$ cat src/rtl/rv_decode_stage.sv
// RV32I decode stage: decodes one instruction per cycle into an execute
// bundle, with valid/ready handshakes on both sides and an optional
// one-entry skid buffer so in_ready_o can come straight from a flop.
module rv_decode_stage #(
  parameter int USE_SKID = 1
) (
  input  logic        clk_i,
  input  logic        rst_i,
  input  logic        in_valid_i,
  output logic        in_ready_o,
  input  logic [31:0] instr_i,
  input  logic [31:0] pc_i,
  input  logic        flush_i,
  output logic        out_valid_o,
  input  logic        out_ready_i,
  output logic [3:0]  alu_ctrl_o,
  output logic [4:0]  rs1_o,
  output logic [4:0]  rs2_o,
  output logic [4:0]  rd_o,
  output logic [31:0] imm_o,
  output logic        a_sel_pc_o,
  output logic        a_zero_o,
  output logic        b_sel_imm_o,
  output logic        reg_we_o,
  output logic        branch_o,
  output logic        branch_ne_o,
  output logic        illegal_o,
  output logic [31:0] pc_o
);

  localparam logic [6:0] OPC_LOAD   = 7'b0000011;
  localparam logic [6:0] OPC_STORE  = 7'b0100011;
  localparam logic [6:0] OPC_BRANCH = 7'b1100011;
  localparam logic [6:0] OPC_JALR   = 7'b1100111;
  localparam logic [6:0] OPC_JAL    = 7'b1101111;
  localparam logic [6:0] OPC_LUI    = 7'b0110111;
  localparam logic [6:0] OPC_AUIPC  = 7'b0010111;
  localparam logic [6:0] OPC_OP     = 7'b0110011;
  localparam logic [6:0] OPC_OPIMM  = 7'b0010011;

  localparam logic [3:0] ALU_ADD = 4'd0;
  localparam logic [3:0] ALU_SUB = 4'd1;
  localparam logic [3:0] ALU_AND = 4'd2;
  localparam logic [3:0] ALU_OR  = 4'd3;
  localparam logic [3:0] ALU_XOR = 4'd4;
  localparam logic [3:0] ALU_SLL = 4'd5;
  localparam logic [3:0] ALU_SRL = 4'd6;
  localparam logic [3:0] ALU_SRA = 4'd7;

  typedef struct packed {
    logic [3:0]  alu_ctrl;
    logic [4:0]  rs1;
    logic [4:0]  rs2;
    logic [4:0]  rd;
    logic [31:0] imm;
    logic        a_sel_pc;
    logic        a_zero;
    logic        b_sel_imm;
    logic        reg_we;
    logic        branch;
    logic        branch_ne;
    logic        illegal;
    logic [31:0] pc;
  } bundle_t;

  // Full combinational decode of one instruction word into a bundle.
  function automatic bundle_t decode(input logic [31:0] ins, input logic [31:0] pc);
    bundle_t    b;
    logic [2:0] f3;
    logic       is_imm;
    logic       std7;
    logic       alt7;
    logic [31:0] imm_i;
    f3     = ins[14:12];
    is_imm = (ins[6:0] == OPC_OPIMM);
    std7   = (ins[31:25] == 7'b0000000);
    alt7   = (ins[31:25] == 7'b0100000);
    imm_i  = {{20{ins[31]}}, ins[31:20]};
    b          = '0;
    b.rs1      = ins[19:15];
    b.rs2      = ins[24:20];
    b.rd       = ins[11:7];
    b.pc       = pc;
    b.alu_ctrl = ALU_ADD;
    case (ins[6:0])
      OPC_OP, OPC_OPIMM: begin
        b.reg_we    = 1'b1;
        b.b_sel_imm = is_imm;
        // Shift immediates carry only the zero-extended shamt.
        b.imm = (f3[1:0] == 2'b01) ? {27'd0, ins[24:20]} : imm_i;
        case (f3)
          3'b000: begin
            if (is_imm || std7) b.alu_ctrl = ALU_ADD;
            else if (alt7)      b.alu_ctrl = ALU_SUB;
            else                b.illegal  = 1'b1;
          end
          3'b001: begin
            if (std7) b.alu_ctrl = ALU_SLL;
            else      b.illegal  = 1'b1;
          end
          3'b100: begin
            if (is_imm || std7) b.alu_ctrl = ALU_XOR;
            else                b.illegal  = 1'b1;
          end
          3'b101: begin
            if (std7)      b.alu_ctrl = ALU_SRL;
            else if (alt7) b.alu_ctrl = ALU_SRA;
            else           b.illegal  = 1'b1;
          end
          3'b110: begin
            if (is_imm || std7) b.alu_ctrl = ALU_OR;
            else                b.illegal  = 1'b1;
          end
          3'b111: begin
            if (is_imm || std7) b.alu_ctrl = ALU_AND;
            else                b.illegal  = 1'b1;
          end
          default: b.illegal = 1'b1;
        endcase
      end
      OPC_LOAD, OPC_JALR: begin
        b.imm = imm_i; b.b_sel_imm = 1'b1; b.reg_we = 1'b1;
      end
      OPC_STORE: begin
        b.imm = {{20{ins[31]}}, ins[31:25], ins[11:7]}; b.b_sel_imm = 1'b1;
      end
      OPC_LUI: begin
        b.imm = {ins[31:12], 12'd0}; b.a_zero = 1'b1; b.b_sel_imm = 1'b1; b.reg_we = 1'b1;
      end
      OPC_AUIPC: begin
        b.imm = {ins[31:12], 12'd0}; b.a_sel_pc = 1'b1; b.b_sel_imm = 1'b1; b.reg_we = 1'b1;
      end
      OPC_JAL: begin
        b.imm = {{12{ins[31]}}, ins[19:12], ins[20], ins[30:21], 1'b0};
        b.a_sel_pc = 1'b1; b.b_sel_imm = 1'b1; b.reg_we = 1'b1;
      end
      OPC_BRANCH: begin
        b.imm = {{20{ins[31]}}, ins[7], ins[30:25], ins[11:8], 1'b0};
        if (f3[2:1] == 2'b00) begin
          b.alu_ctrl  = ALU_SUB;
          b.branch    = 1'b1;
          b.branch_ne = f3[0];
        end else begin
          b.illegal = 1'b1;
        end
      end
      default: b.illegal = 1'b1;
    endcase
    // Illegal words still travel downstream, but must not side-effect.
    if (b.illegal) begin
      b.alu_ctrl  = ALU_ADD;
      b.reg_we    = 1'b0;
      b.branch    = 1'b0;
      b.branch_ne = 1'b0;
      b.a_sel_pc  = 1'b0;
      b.a_zero    = 1'b0;
      b.b_sel_imm = 1'b0;
    end
    return b;
  endfunction

  bundle_t bnd_p0;
  bundle_t bnd_p1;
  bundle_t skid_bnd;
  logic    vld_p1;
  logic    skid_vld;
  logic    in_fire;
  logic    load_out;

  // ---- stage p0: combinational decode of the offered word ----
  assign bnd_p0 = decode(instr_i, pc_i);

  assign in_ready_o = (USE_SKID != 0) ? !skid_vld : (!vld_p1 || out_ready_i);
  assign in_fire    = in_valid_i && in_ready_o && !flush_i;
  // Output register may take new data when empty or being consumed.
  assign load_out   = !vld_p1 || out_ready_i;

  // Valid bits: the only reset state; skid fills only while output stalls.
  always_ff @(posedge clk_i or posedge rst_i) begin
    if (rst_i) begin
      vld_p1   <= 1'b0;
      skid_vld <= 1'b0;
    end else if (flush_i) begin
      vld_p1   <= 1'b0;
      skid_vld <= 1'b0;
    end else if (load_out) begin
      vld_p1   <= skid_vld || in_fire;
      skid_vld <= 1'b0;
    end else if (in_fire && (USE_SKID != 0)) begin
      skid_vld <= 1'b1;
    end
  end

  // ---- stage p1: output and skid data registers (not reset) ----
  always_ff @(posedge clk_i) begin
    if (load_out) bnd_p1 <= skid_vld ? skid_bnd : bnd_p0;
    if (in_fire)  skid_bnd <= bnd_p0;
  end

  assign out_valid_o = vld_p1;
  assign alu_ctrl_o  = bnd_p1.alu_ctrl;
  assign rs1_o       = bnd_p1.rs1;
  assign rs2_o       = bnd_p1.rs2;
  assign rd_o        = bnd_p1.rd;
  assign imm_o       = bnd_p1.imm;
  assign a_sel_pc_o  = bnd_p1.a_sel_pc;
  assign a_zero_o    = bnd_p1.a_zero;
  assign b_sel_imm_o = bnd_p1.b_sel_imm;
  assign reg_we_o    = bnd_p1.reg_we;
  assign branch_o    = bnd_p1.branch;
  assign branch_ne_o = bnd_p1.branch_ne;
  assign illegal_o   = bnd_p1.illegal;
  assign pc_o        = bnd_p1.pc;

endmodule

$ cat config.mk
export PLATFORM = sky130hd
export DESIGN_NAME = rv_decode_stage
export DESIGN_NICKNAME = d
export VERILOG_FILES = /design/src/rtl/rv_decode_stage.sv
export SDC_FILE = /design/constraint.sdc
export NUM_CORES = 1
export LEC_CHECK = 0
export CORE_MARGIN = 5
export CORE_UTILIZATION = 50
export DETAILED_ROUTE_END_ITERATION = 16
export PLACE_DENSITY_LB_ADDON = 0.08
export SLEW_MARGIN = 0
export SYNTH_ARGS = -nofsm -noshare
export SYNTH_HDL_FRONTEND = slang
export SYNTH_SLANG_ARGS = --single-unit
$ cat constraint.sdc
create_clock -name clk_i -period 18.5 [get_ports clk_i]
set_clock_uncertainty 0.15 [all_clocks]
set_input_delay 5.55 -clock clk_i [delete_from_list [all_inputs] [get_ports clk_i]]
set_output_delay 5.55 -clock clk_i [all_outputs]
set_load 0.1 [all_outputs]
==> metrics.md <==
| Metric | Value |
|---|---|
| Max VDD drop | 0.0651 mV |
| Clock Tree Buf Depth | 2 |
| Core region area | 14400 um^2 |
| Vias per cell | 5.45 |
| DRT iter0 DRCs | 347 |
| Initial antenna violation count | 0 |
| Post-cts sizing count | 0 |
| Pre-Repair DR Iteration Count | 4 |
| RSZ-0062 raised after global routing | false |
| Slew @ Worst Pin | 1030 ps |
| Status | completed |
| Critical-path top delay cell | clkdlybuf4s50_1 |
| Worst stage delay on the critical path | 1000 ps |
| Post-Place Cells | 747 |
| H-tree levels | 4 |
| Buf/Inv on CP | 3 |
| Sequential share of the synthesized area | 0.737 |
| Setup WS post-layout | 10320 ps |
| Global placement routability congestion | 0.908 |
| Footprint of the multi-input gates | 1780 um^2 |
| Die X | 131 um |
| Synth Flop Type | edfxtp_1 |
| Share of the synthesized area in the top cell type | 0.730 |
| Post-Syn Area | 7320 um^2 |
| Gate power share | 0.188 |
| Nets | 651 |
| Power share of the clock group | 0.335 |
| TritonCTS Buffers | 17 |
| Final worst-path cycle share | 0.442 |
| WL/cell | 19.3 um |
| Total power | 1010 uW |
| Max-cap violations | 0 |
| LEAKAGE | 0.00347 uW |
| CTS tree | built |
| R2R Setup Slk | 15760 ps |
| Dpl hpwl | 9870 um |
| N_diodes | 0 |
| Largest net degree at the start of global routing | 65 |
| Num rows | 44 |
| Switching Share | 0.296 |
| Worst EP arrival | 2480 ps |
| Synthesized area per cell | 17.3 um^2 |
| P per Cell Area | 105 nW/um^2 |
| Reg clk slew, reported paths | 60 ps |
| Worst-Skew Late Latency | 420 ps |
| Postcts setup bufs | 0 |
| Area grow syn2layout | 31.5% |
| WP data required | 12800 ps |
| Synth warn | 0 |
| Crit end category | output pin |
| DRC viols | 0 |
| Final Hold Viols | 0 |
| Layout cell share with drive strength beyond 1 | 0.215 |
| Synth async-reset ratio | 0.0111 |
| IO Count | 161 |
| Setup tns final | 0 ps |
| Post-layout minimum cycle time | 8180 ps |
| Die height | 131 um |
| GR Overflow Total | 0 |
| Initial Util | 0.507 |
| Total Routing Usage GR | 0.177 |
| Kind of critical path | flop to output pin |
| Cell family with most CP delay | buffers and inverters |
| Synth unique cells | 48 |
| Hold Path Class | flop to flop |
| CTS Hold Buffers Added | 0 |
| First-pass GRT wire length | 22900 um |
| Port Buffer Count | 159 |
| Final wirelength | 15000 um |
| Largest cells by area after synthesis | edfxtp_1 73%, mux2_2 13%, a22o_1 1.8% |
| Detail Route Antenna Nets | 0 |
| Crit Path Max Fanout | 58 |
| Switch Pwr | 298 uW |
| Register area | 5400 um^2 |
| Sink Count | 180 |
| CP startpoint kind | flop |
| Cell Int Power | 709 uW |
| Syn Nets | 492 |
| Die area | 17200 um^2 |
| Crit-path cells | buf_4 > inv_2 > clkdlybuf4s50_1 |
| EDFF count, synth | 178 |
| Number of fill cells | 1007 |
| Post-place setup slack | 10460 ps |
| #FFs+latches synth | 180 |
| Clock Tree Root | clkbuf_16 |
| Final setup fails | 0 |
| Final Util | 0.667 |
| Via Count | 4238 |
| Vias in the first global route | 4254 |
| Share of total power in sequential cells | 0.478 |
| Fmax | 122 MHz |
| Max-Slew Margin vs Limit | 0.311 |
| Max Slew Vio Count | 0 |
| Area leader, netlist | edfxtp_1 |
| Cells after Synth | 423 |
| Final cell count without fillers | 778 |
-- synth_stat cells, types with 2 or more instances --
cell and n:
mux2_4 3, buf_2 10, buf_1 4, a21o_1 8, o32ai_1 2, mux2_2 82
nor2_1 15, o21a_1 4, inv_1 6, edfxtp_1 178, nand2_1 14, o22ai_1 2
and2_1 8, a21oi_1 6, o31ai_1 4, and3_1 5, buf_6 3, a22o_1 15
nand3_1 2, nor2b_1 3, or2_2 2, nand2b_1 2, clkbuf_1 6, o21ai_0 6
dfrtp_1 2, or3_1 2, nor3_1 7, nor4_1 2
-- per-layer routing --
metal  track usage  wire [um]  part of all wire
met4        0.0647        272             0.018
met1         0.247       6550              0.44
met5             0          0                 0
met3        0.0419       1060             0.070
met2         0.273       7160              0.48
-- final cells by class --
type	count	share of cell area
Sequential cell	180	0.561
Multi-Input combinational cell	213	0.185
Timing Repair Buffer	164	0.169
Clock buffer	17	0.0442
Tap cell	184	0.0239
Clock inverter	14	0.0139
Inverter	6	0.00234
-- flip-flops by register name, indices dropped and copies added, names as in the netlist, 3 cells and up --
name and cells:
skid_bnd 89, imm_o 32, pc_o 32, rd_o 5
rs1_o 5, rs2_o 5, alu_ctrl_o 3
-- power groups by stage --
| stage | clock, uW | sequential (uW) | combinational [uW] |
|---|---|---|---|
| detailed placement | 0 | 491 | 190 |
| CTS | 345 | 482 | 190 |
| floorplan | 0 | 600 | 28.3 |
| finish | 337 | 482 | 189 |
| global placement | 0 | 490 | 189 |
| global route | 363 | 483 | 195 |
-- placed cells by master, fill, tap and decap left out, types with 2 or more instances in the layout --
master,instances
or3_1,2
o32ai_1,2
nand2_1,14
clkinvlp_4,4
clkbuf_16,17
nand3_1,2
nor4_1,2
o22ai_1,2
nor2b_1,3
inv_1,5
o31ai_1,4
nor3_1,7
edfxtp_1,178
clkdlybuf4s50_1,159
or2_2,2
o21a_1,4
buf_4,5
a22o_1,15
a21o_1,8
mux2_2,82
and2_1,8
a21oi_1,6
o21ai_0,6
clkinv_4,7
and3_1,5
mux2_4,3
nor2_1,15
-- logic make-up after synthesis --
logic type,count (synthesis),share of synthesized area
flip-flops,180,0.737
multiplexers,85,0.132
AND/OR/NAND/NOR,71,0.0523
AO/OA/AOI/OAI,54,0.0544
buffers and inverters,30,0.0207
adder cells (fa/ha/maj),1,0.00137
other,1,0.000512
XOR/XNOR,1,0.00120
-- final timing paths --
path,start,to,depth (start not counted)
max in group asynchronous,rst_i,skid_vld$_DFFE_PP0P_,2
min in group asynchronous,rst_i,out_valid_o$_DFFE_PP0N_,2
setup reg to reg,skid_vld$_DFFE_PP0P_,skid_bnd[33]$_DFFE_PP_,4
hold reg to reg,skid_bnd[35]$_DFFE_PP_,reg_we_o$_DFFE_PP_,2
hold / removal,skid_bnd[35]$_DFFE_PP_,reg_we_o$_DFFE_PP_,2
setup / recovery,skid_vld$_DFFE_PP0P_,in_ready_o,3
-- metrics by stage --
step	instance area (um^2)	hold WS [ps]
after floorplan	7320	348
after global placement	9060	366
after detailed placement	9060	363
after CTS	9620	390
after global routing	9620	405
final	9620	385
-- worst min-delay path, delay by kind of cell (launching register included) --
family / cells / cell delay (ps)
and+or+nand+nor: 1 / 50
AOI/OAI and AO/OA: 1 / 60
DFF: 1 / 320
No activity file was read; power rests on OpenSTA's default activity.
==> RTL edit 1 (config.mk and constraints unchanged) <==
Make the reset (`rst_i`) synchronous in one clocked block.
--- a/src/rtl/rv_decode_stage.sv
+++ b/src/rtl/rv_decode_stage.sv
@@ -176,7 +176,7 @@
   assign load_out   = !vld_p1 || out_ready_i;
 
   // Valid bits: the only reset state; skid fills only while output stalls.
-  always_ff @(posedge clk_i or posedge rst_i) begin
+  always_ff @(posedge clk_i) begin
     if (rst_i) begin
       vld_p1   <= 1'b0;
       skid_vld <= 1'b0;
Formal check against the unedited RTL: differs if rst_i is asserted again (counterexample within 4 cycles, from zero or initial values and one cycle with rst_i high); with rst_i held inactive, the same outputs for 4 cycles.
==> RTL edit 1 against the unedited design <==
Sequential cell count unchanged. Register-to-register slack improved by 650 ps. Sequential share of layout area decreased by 1.0 points. Routed wire length increased by 7.4%. Synthesized area grew 1.2%. Core utilization rose by 0.57 points. Setup slack got worse by 56 ps. Power decreased by 0.91%. Cell area grew 1.6%.
==> RTL edit 1: results (changes against the unedited design) <==
{| class="wikitable"
! Metric !! Value
|-
| Run status || complete, no violations
|-
| Stage delay of the slowest cell on the critical path || 1260 ps (+260 ps)
|-
| Via-to-Cell Ratio || 5.50 (+0.92%)
|-
| Number of antenna cells inserted || 0 (unchanged)
|-
| Antenna violations before repair || 0 (unchanged)
|-
| WL per Instance || 19.1 um (-1.0%)
|-
| PortBufs || 159 (unchanged)
|-
| Largest buffer count on any clock path || 2 (unchanged)
|-
| Overall track demand over capacity in global routing || 0.186 (+0.00916)
|-
| PostCTS Resize Cnt || 0 (unchanged)
|-
| Proportion of register bits with asynchronous set or reset after synthesis || 0 (-0.0111)
|-
| List of most frequent post-synthesis cells || edfxtp_1 (178), nand2_1 (64), mux2_2 (52)
|-
| Register clock-pin slew on the reported worst setup and hold paths || 60 ps (about the same)
|-
| Htree depth || 4 (unchanged)
|-
| Slowest stage cell on the critical path || clkdlybuf4s50_1
|-
| Synthesized netlist net count || 559 (+14%)
|-
| Static leakage || 0.00361 uW (+3.9%)
|-
| Vias in the first global route || 4575 (+7.5%)
|-
| Share of the yosys chip area belonging to registers || 0.727 (-0.0103)
|-
| Pre-Repair DR Iteration Count || 5 (+1)
|-
| Worst Path Arrival || 2540 ps (+60 ps)
|-
| Leading post-synthesis cells by cell area || edfxtp_1 (72%), mux2_2 (7.9%), nand2_1 (3.2%), a31oi_1 (1.9%), nor2_1 (1.7%)
|-
| Fill cell count || 1042 (+3.5%)
|-
| Cell at the root of the clock tree || clkbuf_16
|-
| Worst skew pair latency || 420 ps (about the same)
|-
| Nets || 716 (+10%)
|-
| Post-synth EDFFs || 178 (unchanged)
|-
| Fraction of final layout cells sized beyond drive strength 1 || 0.159 (-0.0564)
|-
| Maximum number of pins on one net before global-route repair || 73 (+12%)
|-
| Number of distinct standard cells referenced by the synthesized netlist || 62 (+29%)
|-
| Warnings from Yosys || 0 (unchanged)
|-
| Post-DP HPWL || 10700 um (+8.5%)
|-
| First-pass GRT wire length || 25500 um (+11%)
|-
| Routability congestion estimate || 0.840 (-7.5%)
|-
| Delay-heaviest family, CP || buffers and inverters
|-
| Worst VDD drop || 0.0000709 V (+8.9%)
|-
| Placed cell areas || 9160 um^2 (+1.1%)
|-
| Flip-flop count of the largest register after layout || 89 (unchanged)
|-
| Top reg by flops || skid_bnd
|-
| Clock buffers created by TritonCTS || 17 (unchanged)
|-
| # Post-CTS Setup Buffers || 0 (unchanged)
|-
| Relative slew slack || 0.301 (-0.0101)
|-
| CP Max Fanout || 57 (-1.7%)
|-
| Classification of the worst-slack hold path || reg -> reg
|-
| DRT iter0 DRCs || 371 (+6.9%)
|}
==> RTL edit 1: cell type report <==
cell class / instances / share of cell area
clock inverter: 13 / 0.0186
tap: 184 / 0.0235
multi-input combinational: 275 / 0.192
clock buffer: 19 / 0.0443
inverter: 7 / 0.00269
sequential: 180 / 0.551
timing repair buffer: 166 / 0.168
==> RTL edit 1: layer usage <==
| layer | share of wire | global-route usage | up-vias |
|---|---|---|---|
| met4 | 0.017 | 0.0669 | 0 |
| met3 | 0.065 | 0.0508 | 21 |
| li1 | - | - | 2189 |
| met2 | 0.49 | 0.296 | 175 |
| met5 | 0 | 0 | - |
| met1 | 0.43 | 0.247 | 2255 |
==> RTL edit 1: final timing paths <==
check / slack, ps / startpoint / to / depth (start not counted)
max reg2reg: 16410 / skid_vld / skid_bnd[40] / 3
min reg2reg: 380 / skid_bnd[77] / rs2_o[1] / 2
min: 380 / skid_bnd[77] / rs2_o[1] / 2
max: 10260 / skid_vld / in_ready_o / 3
==> RTL edit 1: power breakdown <==
part           leakage [uW]  switching [uW]  total (uW)  internal [uW]
logic               0.00142             113         154           40.5
clock network      0.000287             147         372            226
registers           0.00190            5.22         473            467
total               0.00361             265         999            734
==> RTL edit 1: logic make-up (layout without fill, tap and decap cells) <==
kind of cell / count (synthesis) / after routing / synth area share
flops: 180 / 180 / 0.727
mux: 52 / 52 / 0.0790
compound gates: 68 / 68 / 0.0679
simple gates: 152 / 152 / 0.102
other cells: 1 / 1 / 0.000506
buf+inv: 35 / 205 / 0.0214
fa+ha+maj: 1 / 1 / 0.00135
xor+xnor: 1 / 1 / 0.00118
==> RTL edit 1: stage by stage <==
step	utilization	power [uW]	hold WS, ps	instances	setup slack [ps]
2_1_floorplan	-	590	343	490	5700
3_3_place_gp	0.631	634	355	812	10460
6_report	0.673	999	380	844	10260
5_1_grt	0.673	1030	405	844	10150
4_1_cts	0.673	1010	382	844	10210
3_5_place_dp	0.631	636	360	812	10340
==> RTL edit 1: worst register-to-register path, stage by stage (launching register included) <==
cell and delay (ps):
dfxtp_2 320, buf_4 360, nor3b_2 320, buf_4 530
==> RTL edit 2 (same settings) <==
Made on the original files. Set the parameter `USE_SKID` to 0 (it was 1).
--- a/src/rtl/rv_decode_stage.sv
+++ b/src/rtl/rv_decode_stage.sv
@@ -2,7 +2,7 @@
 // bundle, with valid/ready handshakes on both sides and an optional
 // one-entry skid buffer so in_ready_o can come straight from a flop.
 module rv_decode_stage #(
-  parameter int USE_SKID = 1
+  parameter int USE_SKID = 0
 ) (
   input  logic        clk_i,
   input  logic        rst_i,
Formal check against the unedited RTL: not equivalent (Yosys sat finds a counterexample within 4 cycles, from zero or initial values and one cycle with rst_i high).
==> RTL edit 2 against the unedited design <==
Maximum frequency shrank 38%. Synthesized cell count shrank 51%. Routed wire length shrank 45%. Synthesized area shrank 52%. Final cell count shrank 39%. Global-route usage grew 1.6 points. Cell area shrank 44%. Setup slack lost 5100 ps. Power shrank 47%. Non-clock buffer count shrank 4. Sequential cell count shrank 90.
==> RTL edit 2: results (changes against the unedited design) <==
{| class="wikitable"
! Metric !! Value
|-
| Setup slack, reg-to-reg || 16510 ps (+750 ps)
|-
| Classification of the worst-slack hold path || reg -> reg
|-
| # Post-CTS Setup Buffers || 0 (unchanged)
|-
| Post-synthesis instance total || 208 (-51%)
|-
| Static leakage || 0.00210 uW (-40%)
|-
| Register clock-pin slew on the reported worst setup and hold paths || 80 ps (+20 ps)
|-
| Post-placement cell count || 455 (-39%)
|-
| Post-DP HPWL || 6150 um (-38%)
|-
| R2R Path End || imm_o[13]
|-
| End point of the worst hold path || out_valid_o
|-
| Placed cell areas || 5150 um^2 (-43%)
|-
| Worst R2R Path Depth || 2 (-2)
|-
| Worst VDD drop || 0.0000571 V (-12%)
|-
| Vias in the first global route || 2376 (-44%)
|-
| Relative slew slack || 0.299 (-0.0122)
|-
| Routability congestion estimate || 0.890 (-2.0%)
|-
| Proportion of register bits with asynchronous set or reset after synthesis || 0.0111 (unchanged)
|-
| Post-synth EDFFs || 89 (-50%)
|-
| Overall overflow remaining after global route || 0 (unchanged)
|-
| Maximum number of pins on one net before global-route repair || 64 (-1.5%)
|-
| Worst Path Arrival || 7600 ps (+5120 ps)
|-
| List of most frequent post-synthesis cells || edfxtp_1 (89), a21o_1 (17), inv_1 (7), nor2b_1 (7)
|-
| DRT iter0 DRCs || 155 (-55%)
|-
| Cell at the root of the clock tree || clkbuf_8
|-
| Synthesized netlist net count || 277 (-44%)
|-
| Total wire length after detailed routing || 8310 um (-45%)
|-
| Htree depth || 3 (-1)
|-
| Nets || 439 (-33%)
|-
| Reg2reg start || out_valid_o
|-
| WL per Instance || 17.6 um (-8.8%)
|-
| Largest buffer count on any clock path || 2 (unchanged)
|-
| Leading post-synthesis cells by cell area || edfxtp_1 (77%), a21o_1 (3.7%), nor2b_1 (1.3%), a22o_1 (1.0%), inv_1 (0.76%)
|-
| Worst min-delay path startpoint || out_valid_o
|-
| CP Max Fanout || 29 (-50%)
|-
| Stage delay of the slowest cell on the critical path || 1210 ps (+210 ps)
|-
| First-pass GRT wire length || 12700 um (-45%)
|-
| Number of distinct standard cells referenced by the synthesized netlist || 50 (+4.2%)
|-
| Clock buffers created by TritonCTS || 9 (-8)
|-
| Via-to-Cell Ratio || 5.14 (-5.6%)
|-
| Run status || complete, no violations
|-
| Overall track demand over capacity in global routing || 0.192 (+0.0157)
|-
| Share of the yosys chip area belonging to registers || 0.776 (+0.0386)
|-
| Worst skew pair latency || 340 ps (-80 ps)
|-
| Fraction of final layout cells sized beyond drive strength 1 || 0.0560 (-0.159)
|}
RTL edit 2: cell count changes in the layout (fill, tap and decap cells not counted), sizes merged, moves of 5 or more:
cell	delta
mux2	-85
nor2	-9
nand2	-8
a22o	-11
edfxtp	-89
o21ai	-5
clkbuf	-7
and2	-8
a21o	+9
RTL edit 2: area by class of cell:
type	instances	area, um^2
multi-input combinational	102	712
inverter	7	26.3
fill	423	1420
timing repair buffer	160	1600
clock buffer	10	128
clock inverter	6	91.3
tap	96	120
sequential	90	2700
RTL edit 2: metal layers:
layer  global-route usage  up-vias  wire, um
li1                     -     1149         -
met1                0.225     1143      3220
met2                0.324      119      4100
met3               0.0716       11       881
met4               0.0708        0       104
met5                    0        -         0
RTL edit 2: per-stage QoR:
| step | hold WS (ps) | setup slack [ps] |
|---|---|---|
| CTS | 747 | 5180 |
| finish | 729 | 5200 |
| global placement | 700 | 5230 |
| floorplan | 3720 | 4370 |
| detailed placement | 721 | 5190 |
| global route | 766 | 5130 |
RTL edit 2: how the worst max path moves through the flow:
stage / endpoint / cells after the start / start / slack (ps)
detailed placement: in_ready_o / 3 / out_ready_i / 5190
finish: in_ready_o / 3 / out_ready_i / 5200
CTS: in_ready_o / 3 / out_ready_i / 5180
global placement: in_ready_o / 3 / out_ready_i / 5230
floorplan: in_ready_o / 1 / out_ready_i / 4370
global route: in_ready_o / 3 / out_ready_i / 5130
RTL edit 2: cell families (layout without fill, tap and decap cells):
logic type	Yosys count	count (layout)	synth area share
and+or+nand+nor	49	49	0.0831
adders and majority gates	1	1	0.00288
xor gates and xnor gates	1	1	0.00252
buffers and inverters	16	183	0.0216
DFF	90	90	0.776
other	1	1	0.00108
AOI/OAI and AO/OA	49	49	0.110
muxes	1	1	0.00288
RTL edit 2: where the power goes:
| part | total [uW] | internal, uW | switching (uW) |
|---|---|---|---|
| clock | 144 | 76.6 | 67.1 |
| sequential | 241 | 237 | 3.32 |
| combinational | 148 | 36.3 | 111 |
| total | 532 | 350 | 182 |
RTL edit 2: worst reg2reg max path: cells and delay by family (launching register included):
kind / cells / cell delay [ps]
DFF: 1 / 420
and+or+nand+nor: 1 / 320
buffers and inverters: 1 / 700
